## src/rtl/sim_step_controller.sv

```systemverilog
// Run-control sequencer for the simulated logic network: clear, N stepped enables with
// settle windows, then a coherent snapshot of all five result buses.
module sim_step_controller #(
    parameter int SETTLE_CYCLES = 2,
    parameter int STEP_W        = 16
) (
    input  logic              clock,
    input  logic              reset,
    input  logic              start,
    input  logic              abort,
    input  logic [STEP_W-1:0] step_count,
    output logic              sim_clear,
    output logic              sim_en,
    input  logic              sim_out1,
    input  logic [15:0]       sim_out2,
    input  logic [31:0]       sim_out3,
    input  logic [15:0]       sim_out4,
    input  logic [15:0]       sim_out5,
    output logic              cap1,
    output logic [15:0]       cap2,
    output logic [31:0]       cap3,
    output logic [15:0]       cap4,
    output logic [15:0]       cap5,
    output logic              busy,
    output logic              done,
    output logic              aborted,
    output logic [STEP_W-1:0] steps_done
);

    typedef enum logic [1:0] {IDLE, CLEAR, STEP, SETTLE} state_t;

    localparam int CNT_W = (SETTLE_CYCLES > 1) ? $clog2(SETTLE_CYCLES) : 1;
    localparam logic [CNT_W-1:0] SETTLE_LAST =
        (SETTLE_CYCLES > 0) ? CNT_W'(SETTLE_CYCLES - 1) : '0;

    state_t            state, state_next;
    logic [CNT_W-1:0]  settle_cnt, settle_cnt_next;
    logic [STEP_W-1:0] n_q;
    logic              fire, capture, abort_now;
    logic              more_steps;

    assign more_steps = (steps_done < n_q);

    // NOTE: every variable gets a default before the case so no path can infer a latch.
    always_comb begin
        state_next      = state;
        settle_cnt_next = settle_cnt;
        fire            = 1'b0;
        capture         = 1'b0;
        abort_now       = 1'b0;
        case (state)
            IDLE: begin
                if (start && !abort) state_next = CLEAR;
            end
            CLEAR: begin
                if (n_q != '0) begin
                    state_next = STEP;
                    fire       = 1'b1;
                end else begin
                    state_next = IDLE;
                    capture    = 1'b1;
                end
            end
            STEP: begin
                if (SETTLE_CYCLES > 0) begin
                    state_next      = SETTLE;
                    settle_cnt_next = SETTLE_LAST;
                end else if (more_steps) begin
                    fire = 1'b1;
                end else begin
                    state_next = IDLE;
                    capture    = 1'b1;
                end
            end
            SETTLE: begin
                if (settle_cnt != '0) begin
                    settle_cnt_next = settle_cnt - 1'b1;
                end else if (more_steps) begin
                    state_next = STEP;
                    fire       = 1'b1;
                end else begin
                    state_next = IDLE;
                    capture    = 1'b1;
                end
            end
            default: state_next = IDLE;
        endcase
        // Abort overrides stepping and capture alike.
        if (abort && state != IDLE) begin
            state_next = IDLE;
            fire       = 1'b0;
            capture    = 1'b0;
            abort_now  = 1'b1;
        end
    end

    // NOTE: sequential state uses non-blocking assignments so all registers update together.
    always_ff @(posedge clock or posedge reset) begin
        if (reset) begin
            state      <= IDLE;
            settle_cnt <= '0;
        end else begin
            state      <= state_next;
            settle_cnt <= settle_cnt_next;
        end
    end

    // Outputs are registered from next-state decisions so they align with the state they describe.
    always_ff @(posedge clock or posedge reset) begin
        if (reset) begin
            sim_clear  <= 1'b0;
            sim_en     <= 1'b0;
            busy       <= 1'b0;
            done       <= 1'b0;
            aborted    <= 1'b0;
            steps_done <= '0;
            n_q        <= '0;
            cap1       <= 1'b0;
            cap2       <= '0;
            cap3       <= '0;
            cap4       <= '0;
            cap5       <= '0;
        end else begin
            sim_clear <= (state_next == CLEAR);
            sim_en    <= fire;
            busy      <= (state_next != IDLE);
            done      <= capture;
            aborted   <= abort_now;
            if (state == IDLE && state_next == CLEAR) begin
                n_q        <= step_count;
                steps_done <= '0;
            end else if (fire) begin
                steps_done <= steps_done + STEP_W'(1);
            end
            if (capture) begin
                cap1 <= sim_out1;
                cap2 <= sim_out2;
                cap3 <= sim_out3;
                cap4 <= sim_out4;
                cap5 <= sim_out5;
            end
        end
    end

endmodule

```

## config.mk

```make
export PLATFORM = sky130hd
export DESIGN_NAME = sim_step_controller
export DESIGN_NICKNAME = d
export VERILOG_FILES = /design/src/rtl/sim_step_controller.sv
export SDC_FILE = /design/constraint.sdc
export NUM_CORES = 1
export LEC_CHECK = 0
export ABC_AREA = 1
export CORE_MARGIN = 10
export CORE_UTILIZATION = 48
export CTS_CLUSTER_SIZE = 25
export DETAILED_ROUTE_END_ITERATION = 6
export MAX_ROUTING_LAYER = met4
export PLACE_DENSITY_LB_ADDON = 0.1
export SLEW_MARGIN = 30
export SYNTH_ARGS = -nofsm -noshare
export SYNTH_HDL_FRONTEND = slang
export SYNTH_SLANG_ARGS = --single-unit
```

## constraint.sdc

```tcl
create_clock -name clock -period 9.6 [get_ports clock]
set_clock_uncertainty 0.15 [all_clocks]
set_input_delay 2.88 -clock clock [delete_from_list [all_inputs] [get_ports clock]]
set_output_delay 2.88 -clock clock [all_outputs]
set_load 0.005 [all_outputs]
```

==> results.md, run 1 <==
## Detailed routing
* **count of routing violations after the opening detailed-route iteration** 552
* **routed wire length** 16,800 µm
* **residual antenna-violating net count after detailed routing** 0
* **number of optimization iterations in the first detailed-route pass** 5
* **detail-routed via count per cell** 5.23
* **DR WL/cell** 17.0 µm
* **Residual DRC** 0
* **via count** 5,157

## Finish
* **final-stage net count** 948
* **Area growth, synth to finish** 46.1%
* **Post-Layout Cell Count** 986
* **Antenna Diode Count** 0
* **# fillers** 859
* **commonest cells after routing, fill and taps aside** 223 x nand2_1, 202 x clkdlybuf4s50_1, 121 x dfrtp_1
* **most common cell after layout, fill and taps aside** nand2_1
* **ratio of cells with drive above 1 in the final layout** 4.15%
* **final non-filler cell area** 8120 µm²

## Floorplan
* **core footprint** 11,400 µm²
* **site row count** 39
* **starting utilization of the core area** 48.9%
* **y dimension of the die** 128 µm
* **width of the die** 128 µm
* **count of pins on the block boundary** 203
* **area of the die** 16,300 µm²

## Global routing
* **initial antenna violation count** 0
* **via count of the first global-routing pass** 5,109
* **pin count of the biggest net entering global routing** 100
* **overall overflow remaining after global route** 0
* **overall routing resource usage** 21.0%
* **global-route wire length before repair** 26,500 µm

## Synth
* **Post-Synth XOR/XNOR Area** 2.21%
* **gate count after technology mapping** 642
* **number of different library cells in the post-synthesis netlist** 22
* **average cell area after synthesis** 8.65 µm²
* **Yosys reg bits** 121
* **dominant combinational cell family by area after synthesis** simple AND/OR/NAND/NOR gates
* **multiplexer area fraction after synthesis** 0%
* **simple-gate area share of the yosys netlist** 30.4%
* **compound-gate portion of the synthesized area** 2.30%
* **Synth warnings** 0
* **nets in the synthesized netlist** 759
* **post-synthesis cell type with the largest combined area** dfrtp_1
* **proportion of netlist area held by the largest area contributor** 54.5%
* **adder and majority gate portion of the synthesized area** 3.60%
* **part of the Yosys area used for sequential elements** 54.5%
* **post-synth design cell area** 5560 µm²
* **most area-consuming cells after synthesis** dfrtp_1 55%, nand2_1 15%, nand3_1 10%

## Clock network
* **count of buffers added by post-CTS timing repair for setup** 0
* **maximum number of buffers from clock root to sink** 2
* **cell chosen for the clock root** clkbuf_16
* **clk sinks** 121
* **CTS tree** done
* **htree depth** 4
* **Gates resized, CTS repair** 0
* **total of hold buffers inserted after clock tree synthesis** 0
* **TritonCTS Buffers** 17
* **Clock Pin Slew Worst Setup and Hold Paths** 0.05 ns
* **source-to-sink clock delay at the later pin of the worst-skew pair** 0.41 ns

## Placed design
* **Port Buf Inserts** 202
* **routability congestion estimate** 0.882
* **estimated wirelength of the detail-placed design** 11,900 µm
* **number of placed cells counting well taps** 955
* **Placement Cell Area** 7570 µm²
* **post-placement setup slack** 3.93 ns

## Power and ir drop
* **IR Drop Worst-Case VDD** 0.118 mV
* **fraction of power consumed by combinational cells** 13.0%
* **Clk pwr share** 44.6%
* **total internal power** 1.01 mW
* **register share of total power** 42.3%
* **switching power share of the total** 23.8%
* **static power due to leakage** 4.17 nW
* **power per unit of standard cell area** 163 nW/µm²
* **Sw Pwr** 0.314 mW

## Setup path
* **cell with the largest stage delay on the worst path** nand2_4
* **number of cells traversed by the worst register-to-register path** 12
* **startpoint types** input port
* **delay of the slowest cell on the worst path** 0.63 ns
* **Data arrival, critical path** 5.14 ns
* **cell chain of the critical path** clkdlybuf4s50_1 -> inv_1 -> nor2_1 -> inv_2 -> buf_6 -> nand2_4 -> nand2_1 -> nand2_1
* **class of the most critical setup path** input port to flip-flop
* **sort of element at the end of the critical path** flip-flop
* **largest fanout on the critical path** 99
* **required time worst endpoint** 9.73 ns
* **Critical Path Most Common Cell** nand2_1

## STA
* **headroom to the max-slew limit** 41.0%
* **worst-margin pin slew** 0.885 ns
* **count of endpoints failing hold in the final timing report** 0
* **sum of negative setup slack** 0 ns
* **final setup fails** 0
* **post-route fraction of the period consumed by the critical path** 52.1%
* **Pins Over Slew Limit** 0
* **post-layout worst setup margin** 4.60 ns
* **time the final worst path needs with I/O delays and setup** 5.00 ns
* **unrepaired setup endpoints after global routing** false
* **Peak Freq** 200 MHz

## Worst hold path
* **Min-Delay Path Depth** 2
* **HP Class** flip-flop to flip-flop

## Run status
* **outcome** complete, no violations

## Flow run
* **count of maximum capacitance violations** 0

power groups by stage:
stage | sequential (mW) | clock (mW) | combinational, mW
floorplan | 0.564 | 0 | 0.0850
global placement | 0.565 | 0 | 0.167
detailed placement | 0.567 | 0 | 0.173
CTS | 0.559 | 0.595 | 0.174
global route | 0.562 | 0.621 | 0.192
finish | 0.559 | 0.589 | 0.172
cell type report:
type                       count  area (µm²)  area share [%]
timing repair buffer         204        2040            25.1
tap                          143         179            2.20
clock buffer                  29         510            6.29
multi-input combinational    440        2140            26.4
inverter                      47         179            2.20
sequential                   121        3030            37.3
clock inverter                 2        35.0           0.432
per-stage QoR:
step	total power [mW]	hold slack, ns	util, %
after floorplan	0.649	0.315	-
after global placement	0.732	0.302	66.5
after detailed placement	0.740	0.307	66.6
final	1.32	0.315	71.4
after CTS	1.33	0.320	71.4
after global routing	1.37	0.333	71.4
cell usage after synthesis (all sizes together):
master and n:
nand3 113, nand4 20, nand2 228, inv 47, o21ai 18, nor4 2
xnor2 1, nand3b 1, nor2 15, a21oi 6, buf 22, clkbuf 12
o21a 1, nor3 5, dfrtp 121, ha 16, xor2 13, or2 1
final timing paths:
kind,endpoint,slack (ns),start
worst max-delay path,cap4[11],4.60,abort
worst min-delay path,cap3[31],0.31,cap3[31]
worst max register to register,cap4[11],6.18,steps_done[11]
worst min register to register,cap3[31],0.31,cap3[31]
max in group asynchronous,cap2[9],5.20,reset
min in group asynchronous,cap5[2],2.77,reset
flip-flops by register name, indices dropped and copies added, names as in the netlist:
signal and flops:
settle_cnt 1, aborted 1, cap1 1, sim_clear 1, cap2 16, cap4 16, busy 1, cap5 16
done 1, cap3 32, steps_done 16, n_q 16, sim_en 1, state 2
worst max-delay path: cells and delay by family:
kind / cells / cell delay, ns
buffers and inverters: 4 / 1.14
AND/OR/NAND/NOR: 4 / 1.03
kinds of logic after synthesis:
kind of cell             count (synthesis)
AO/OA/AOI/OAI                           25
buffers and inverters                   81
AND/OR/NAND/NOR                        385
flip-flops                             121
XOR/XNOR                                14
adder cells (fa/ha/maj)                 16
layer usage:
metal	up-vias	GRT usage [%]	part of all wire, %
met5	-	-	0
met4	0	9.07	2.1
met3	29	5.42	6.3
met2	174	35.0	51
met1	2499	23.3	40
li1	2455	-	-
No activity file was read; power rests on OpenSTA's default activity.
==> inputs of run 2 (changes only) <==
CORE_UTILIZATION = 41   (was 48)
clock period = 4.53 ns   (was 9.6 ns; I/O delays follow)
==> run 2 against run 1 <==
Against the previous run: die area increased by 14%; sequential cell count did not move; routed wire length grew 0.20%; total power grew 120%; final area up 1.4%; critical path depth is 1 lower; worst setup slack worse by 3.1 ns; final cell count grew 3.8%; sequential power grew 110%; clock power grew 130%; hold slack better by 0.0018 ns; sequential share of layout area fell by 0.53 points; largest cell class unchanged; largest power group unchanged; highest routed layer unchanged.
==> results.md, run 2 (same netlist as run 1, synthesis figures left out) <==
## Clock network
* **TritonCTS Buffers** 17
* **Gates resized, CTS repair** 0
* **total of hold buffers inserted after clock tree synthesis** 0
* **CTS tree** done
* **source-to-sink clock delay at the later pin of the worst-skew pair** 0.41 ns
* **cell chosen for the clock root** clkbuf_16
* **maximum number of buffers from clock root to sink** 2
* **count of buffers added by post-CTS timing repair for setup** 0
* **clk sinks** 121
* **Clock Pin Slew Worst Setup and Hold Paths** 0.05 ns
* **htree depth** 4

## Placed design
* **Port Buf Inserts** 202
* **estimated wirelength of the detail-placed design** 12,000 µm
* **routability congestion estimate** 0.839
* **post-placement setup slack** 1.08 ns

## Floorplan
* **site row count** 42
* **area of the die** 18,600 µm²
* **y dimension of the die** 136 µm
* **count of pins on the block boundary** 203
* **core footprint** 13,200 µm²
* **starting utilization of the core area** 42.0%
* **width of the die** 136 µm

## Global routing
* **via count of the first global-routing pass** 4,955
* **initial antenna violation count** 0
* **overall routing resource usage** 18.6%
* **overall overflow remaining after global route** 0
* **global-route wire length before repair** 26,400 µm
* **pin count of the biggest net entering global routing** 83

## Power and ir drop
* **IR Drop Worst-Case VDD** 0.196 mV
* **power per unit of standard cell area** 351 nW/µm²
* **static power due to leakage** 4.22 nW
* **Power Total** 2.89 mW

## Finish
* **Area growth, synth to finish** 48.2%
* **Antenna Diode Count** 0
* **number of flip-flops under the largest register name** 32
* **most common cell after layout, fill and taps aside** nand2_1
* **Most flops, register** cap3
* **post-layout utilization of the core** 62.2%
* **final-stage net count** 952
* **commonest cells after routing, fill and taps aside** 223 x nand2_1, 202 x clkdlybuf4s50_1, 121 x dfrtp_1
* **ratio of cells with drive above 1 in the final layout** 5.19%

## STA
* **post-layout worst setup margin** 1.52 ns
* **Peak Freq** 332 MHz
* **worst-margin pin slew** 0.894 ns
* **headroom to the max-slew limit** 40.4%
* **final setup fails** 0
* **time the final worst path needs with I/O delays and setup** 3.01 ns
* **sum of negative setup slack** 0 ns
* **count of endpoints failing hold in the final timing report** 0
* **post-route fraction of the period consumed by the critical path** 66.5%
* **unrepaired setup endpoints after global routing** false
* **Pins Over Slew Limit** 0

## Detailed routing
* **DR WL/cell** 16.4 µm
* **routed wire length** 16,800 µm
* **count of routing violations after the opening detailed-route iteration** 375
* **Residual DRC** 0
* **via count** 5,048
* **detail-routed via count per cell** 4.93
* **number of optimization iterations in the first detailed-route pass** 5
* **residual antenna-violating net count after detailed routing** 0

## Setup path
* **number of cells traversed by the worst register-to-register path** 12
* **required time worst endpoint** 4.64 ns
* **largest fanout on the critical path** 33
* **sort of element at the end of the critical path** flip-flop
* **launch instance of the worst register-to-register path** steps_done[5]
* **startpoint types** input port
* **Reg2Reg Capture Point** cap5[7]
* **Data arrival, critical path** 3.12 ns
* **Register-to-Register Setup Slack** 1.84 ns
* **class of the most critical setup path** input port to flip-flop

## Run status
* **outcome** complete, no violations

## Worst hold path
* **HP Class** flip-flop to flip-flop
* **Min-Delay Path Depth** 2
* **origin of the worst min-delay path** cap3[15]
* **Hold Path End** cap3[15]

## Flow run
* **count of maximum capacitance violations** 0

## run 2: changes by cell type in the layout (fill, tap and decap cells not counted), sizes merged
cell,before,now
clkbuf,29,21
clkinv,1,7
buf,2,6
bufinv,1,3
clkinvlp,0,1
inv,47,46
## run 2: final cells by class
| type | instances | area (µm²) |
|---|---|---|
| Timing Repair Buffer | 208 | 2080 |
| Clock inverter | 10 | 125 |
| Tap cell | 176 | 220 |
| Clock buffer | 21 | 460 |
| Multi-Input combinational cell | 440 | 2140 |
| Inverter | 47 | 180 |
| Sequential cell | 121 | 3030 |
| Fill cell | 1125 | 5010 |
## run 2: metal layers
metal / routed length [µm] / GRT usage, % / vias to the layer above
met2: 8350 / 30.6 / 154
met1: 7280 / 21.9 / 2418
met4: 191 / 5.74 / 0
met5: 0 / - / -
met3: 988 / 4.94 / 18
li1: - / - / 2458
## run 2: worst max-delay path: stages
cell,delay (ns)
clkdlybuf4s50_1,0.40
or2_2,0.28
nand3_1,0.08
buf_4,0.31
inv_1,0.40
nand2_1,0.16
o21ai_0,0.11
## run 2: how the worst max path moves through the flow
stage             startpoint             to  cells after the start
6_report               start        n_q[15]                      7
5_1_grt                start        n_q[10]                      7
4_1_cts        steps_done[7]  steps_done[7]                      1
3_5_place_dp           start        n_q[15]                      7
3_3_place_gp           start        n_q[14]                      7
2_1_floorplan          reset        aborted                      1
## run 2: metrics by stage
step | hold slack [ns] | area, µm² | cells
2_1_floorplan | 0.315 | 5560 | 642
3_3_place_gp | 0.303 | 7650 | 992
3_5_place_dp | 0.309 | 7650 | 992
4_1_cts | 0.320 | 8230 | 1023
5_1_grt | 0.334 | 8230 | 1023
6_report | 0.316 | 8230 | 1023
## run 2: power breakdown
| group | internal, mW | switching [mW] | total, mW |
|---|---|---|---|
| Sequential | 1.14 | 0.0389 | 1.18 |
| Combinational | 0.181 | 0.188 | 0.369 |
| Clock | 0.882 | 0.457 | 1.34 |
| Total | 2.21 | 0.684 | 2.89 |
==> inputs of run 3 (changes only) <==
clock period = 2.6 ns   (was 4.53 ns; I/O delays follow)
==> run 3 against run 2 <==
Against the previous run: final cell count up 1.1%; critical path depth decreased by 5; worst setup slack lost 1.4 ns; die area stayed put; core utilization increased by 1.3 points; hold slack lost 0.0021 ns; sequential cell count unchanged; combinational power increased by 75%.
==> results.md, run 3 (same netlist as run 1, synthesis figures left out) <==
## Clock network
* **htree depth** 4
* **clk sinks** 121
* **source-to-sink clock delay at the later pin of the worst-skew pair** 0.41 ns
* **CTS tree** done
* **cell chosen for the clock root** clkbuf_16
* **Gates resized, CTS repair** 0
* **Clock Pin Slew Worst Setup and Hold Paths** 0.05 ns
* **count of buffers added by post-CTS timing repair for setup** 0
* **TritonCTS Buffers** 17
* **total of hold buffers inserted after clock tree synthesis** 0
* **maximum number of buffers from clock root to sink** 2

## Global routing
* **via count of the first global-routing pass** 5,034
* **overall overflow remaining after global route** 0
* **overall routing resource usage** 18.6%
* **initial antenna violation count** 0
* **pin count of the biggest net entering global routing** 68
* **global-route wire length before repair** 26,400 µm

## Power and ir drop
* **IR Drop Worst-Case VDD** 0.411 mV
* **Sw Pwr** 1.19 mW
* **static power due to leakage** 4.31 nW
* **total internal power** 4.07 mW
* **power per unit of standard cell area** 625 nW/µm²
* **Clk pwr share** 48.6%
* **Power Total** 5.26 mW
* **fraction of power consumed by combinational cells** 12.3%
* **switching power share of the total** 22.6%
* **register share of total power** 39.2%

## Setup path
* **CP startpoint** steps_done[10]
* **class of the most critical setup path** flip-flop to output port
* **launch instance of the worst register-to-register path** steps_done[11]
* **Reg2Reg Capture Point** cap5[3]
* **number of cells traversed by the worst register-to-register path** 13
* **cell with the largest stage delay on the worst path** clkdlybuf4s50_1
* **delay of the slowest cell on the worst path** 0.50 ns
* **startpoint types** flip-flop
* **largest fanout on the critical path** 5
* **sort of element at the end of the critical path** output port
* **end point of the critical path** steps_done[10]
* **required time worst endpoint** 1.67 ns
* **cell chain of the critical path** buf_4 -> clkdlybuf4s50_1
* **Data arrival, critical path** 1.52 ns
* **Register-to-Register Setup Slack** 0.32 ns

## Placed design
* **estimated wirelength of the detail-placed design** 12,300 µm
* **Port Buf Inserts** 202
* **routability congestion estimate** 0.817

## STA
* **headroom to the max-slew limit** 52.2%
* **sum of negative setup slack** 0 ns
* **Pins Over Slew Limit** 0
* **unrepaired setup endpoints after global routing** false
* **count of endpoints failing hold in the final timing report** 0
* **worst-margin pin slew** 0.716 ns
* **time the final worst path needs with I/O delays and setup** 2.45 ns
* **Peak Freq** 409 MHz
* **final setup fails** 0
* **post-route fraction of the period consumed by the critical path** 94.1%

## Finish
* **commonest cells after routing, fill and taps aside** 223 x nand2_1, 202 x clkdlybuf4s50_1, 121 x dfrtp_1
* **final-stage net count** 962
* **Most flops, register** cap3
* **# fillers** 1,140
* **Area growth, synth to finish** 51.4%
* **ratio of cells with drive above 1 in the final layout** 6.41%
* **most common cell after layout, fill and taps aside** nand2_1
* **Antenna Diode Count** 0
* **number of flip-flops under the largest register name** 32

## Detailed routing
* **routed wire length** 16,700 µm
* **via count** 5,091
* **count of routing violations after the opening detailed-route iteration** 365
* **DR WL/cell** 16.2 µm
* **residual antenna-violating net count after detailed routing** 0
* **number of optimization iterations in the first detailed-route pass** 4
* **Residual DRC** 0
* **detail-routed via count per cell** 4.92

## Floorplan
* **width of the die** 136 µm
* **count of pins on the block boundary** 203
* **site row count** 42
* **y dimension of the die** 136 µm
* **area of the die** 18,600 µm²
* **starting utilization of the core area** 42.0%
* **core footprint** 13,200 µm²

## Run status
* **outcome** complete, no violations

## Worst hold path
* **HP Class** flip-flop to flip-flop

## Flow run
* **count of maximum capacitance violations** 0

## run 3: cell types whose count changed in the layout (fill, tap and decap cells not counted), sizes merged
cell    previous run  this run
buf                6        16
clkbuf            21        25
bufinv             3         4
clkinv             7         3
## run 3: power groups by stage
stage / registers, mW / clock network [mW] / logic, mW
after floorplan: 2.08 / 0 / 0.314
after global placement: 2.08 / 0 / 0.635
after detailed placement: 2.09 / 0 / 0.656
after CTS: 2.06 / 2.60 / 0.660
after global routing: 2.07 / 2.67 / 0.735
final: 2.06 / 2.55 / 0.646
## run 3: layout make-up
| cell class | instances | area, µm² | area share [%] |
|---|---|---|---|
| well taps | 176 | 220 | 2.62 |
| flip-flops and latches | 121 | 3030 | 36.0 |
| inverters | 47 | 180 | 2.14 |
| repair buffers | 218 | 2190 | 26.1 |
| clock inverters | 7 | 135 | 1.61 |
| multi-input cells | 440 | 2140 | 25.4 |
| clock buffers | 25 | 515 | 6.13 |
## run 3: how the worst min path moves through the flow
| stage | start | end | slack [ns] | cells past startpoint |
|---|---|---|---|---|
| floorplan | cap1 | cap1 | 0.32 | 2 |
| global placement | cap4[0] | cap4[0] | 0.30 | 2 |
| detailed placement | cap3[14] | cap3[14] | 0.31 | 2 |
| CTS | cap3[14] | cap3[14] | 0.32 | 2 |
| global route | cap4[4] | cap4[4] | 0.33 | 2 |
| finish | cap4[3] | cap4[3] | 0.31 | 2 |
## run 3: through the flow
step	cells	setup slack, ns	area (µm²)	hold WS [ns]	util (%)
2_1_floorplan	642	0.187	5560	0.315	-
3_3_place_gp	1002	0.173	7760	0.302	58.6
3_5_place_dp	1002	0.0961	7760	0.307	58.6
4_1_cts	1034	0.108	8410	0.321	63.5
5_1_grt	1034	0.0662	8410	0.334	63.5
6_report	1034	0.155	8410	0.314	63.5
## run 3: critical path: cells and delay by family (launching register included)
kind | cells | cell delay, ns
flip-flops | 1 | 0.45
buffers and inverters | 2 | 0.66
## run 3: layer usage
layer	share of wire [%]	GRT usage [%]
met3	6.0	4.46
met4	1.2	6.39
met5	0	-
met2	50	30.7
met1	43	21.7
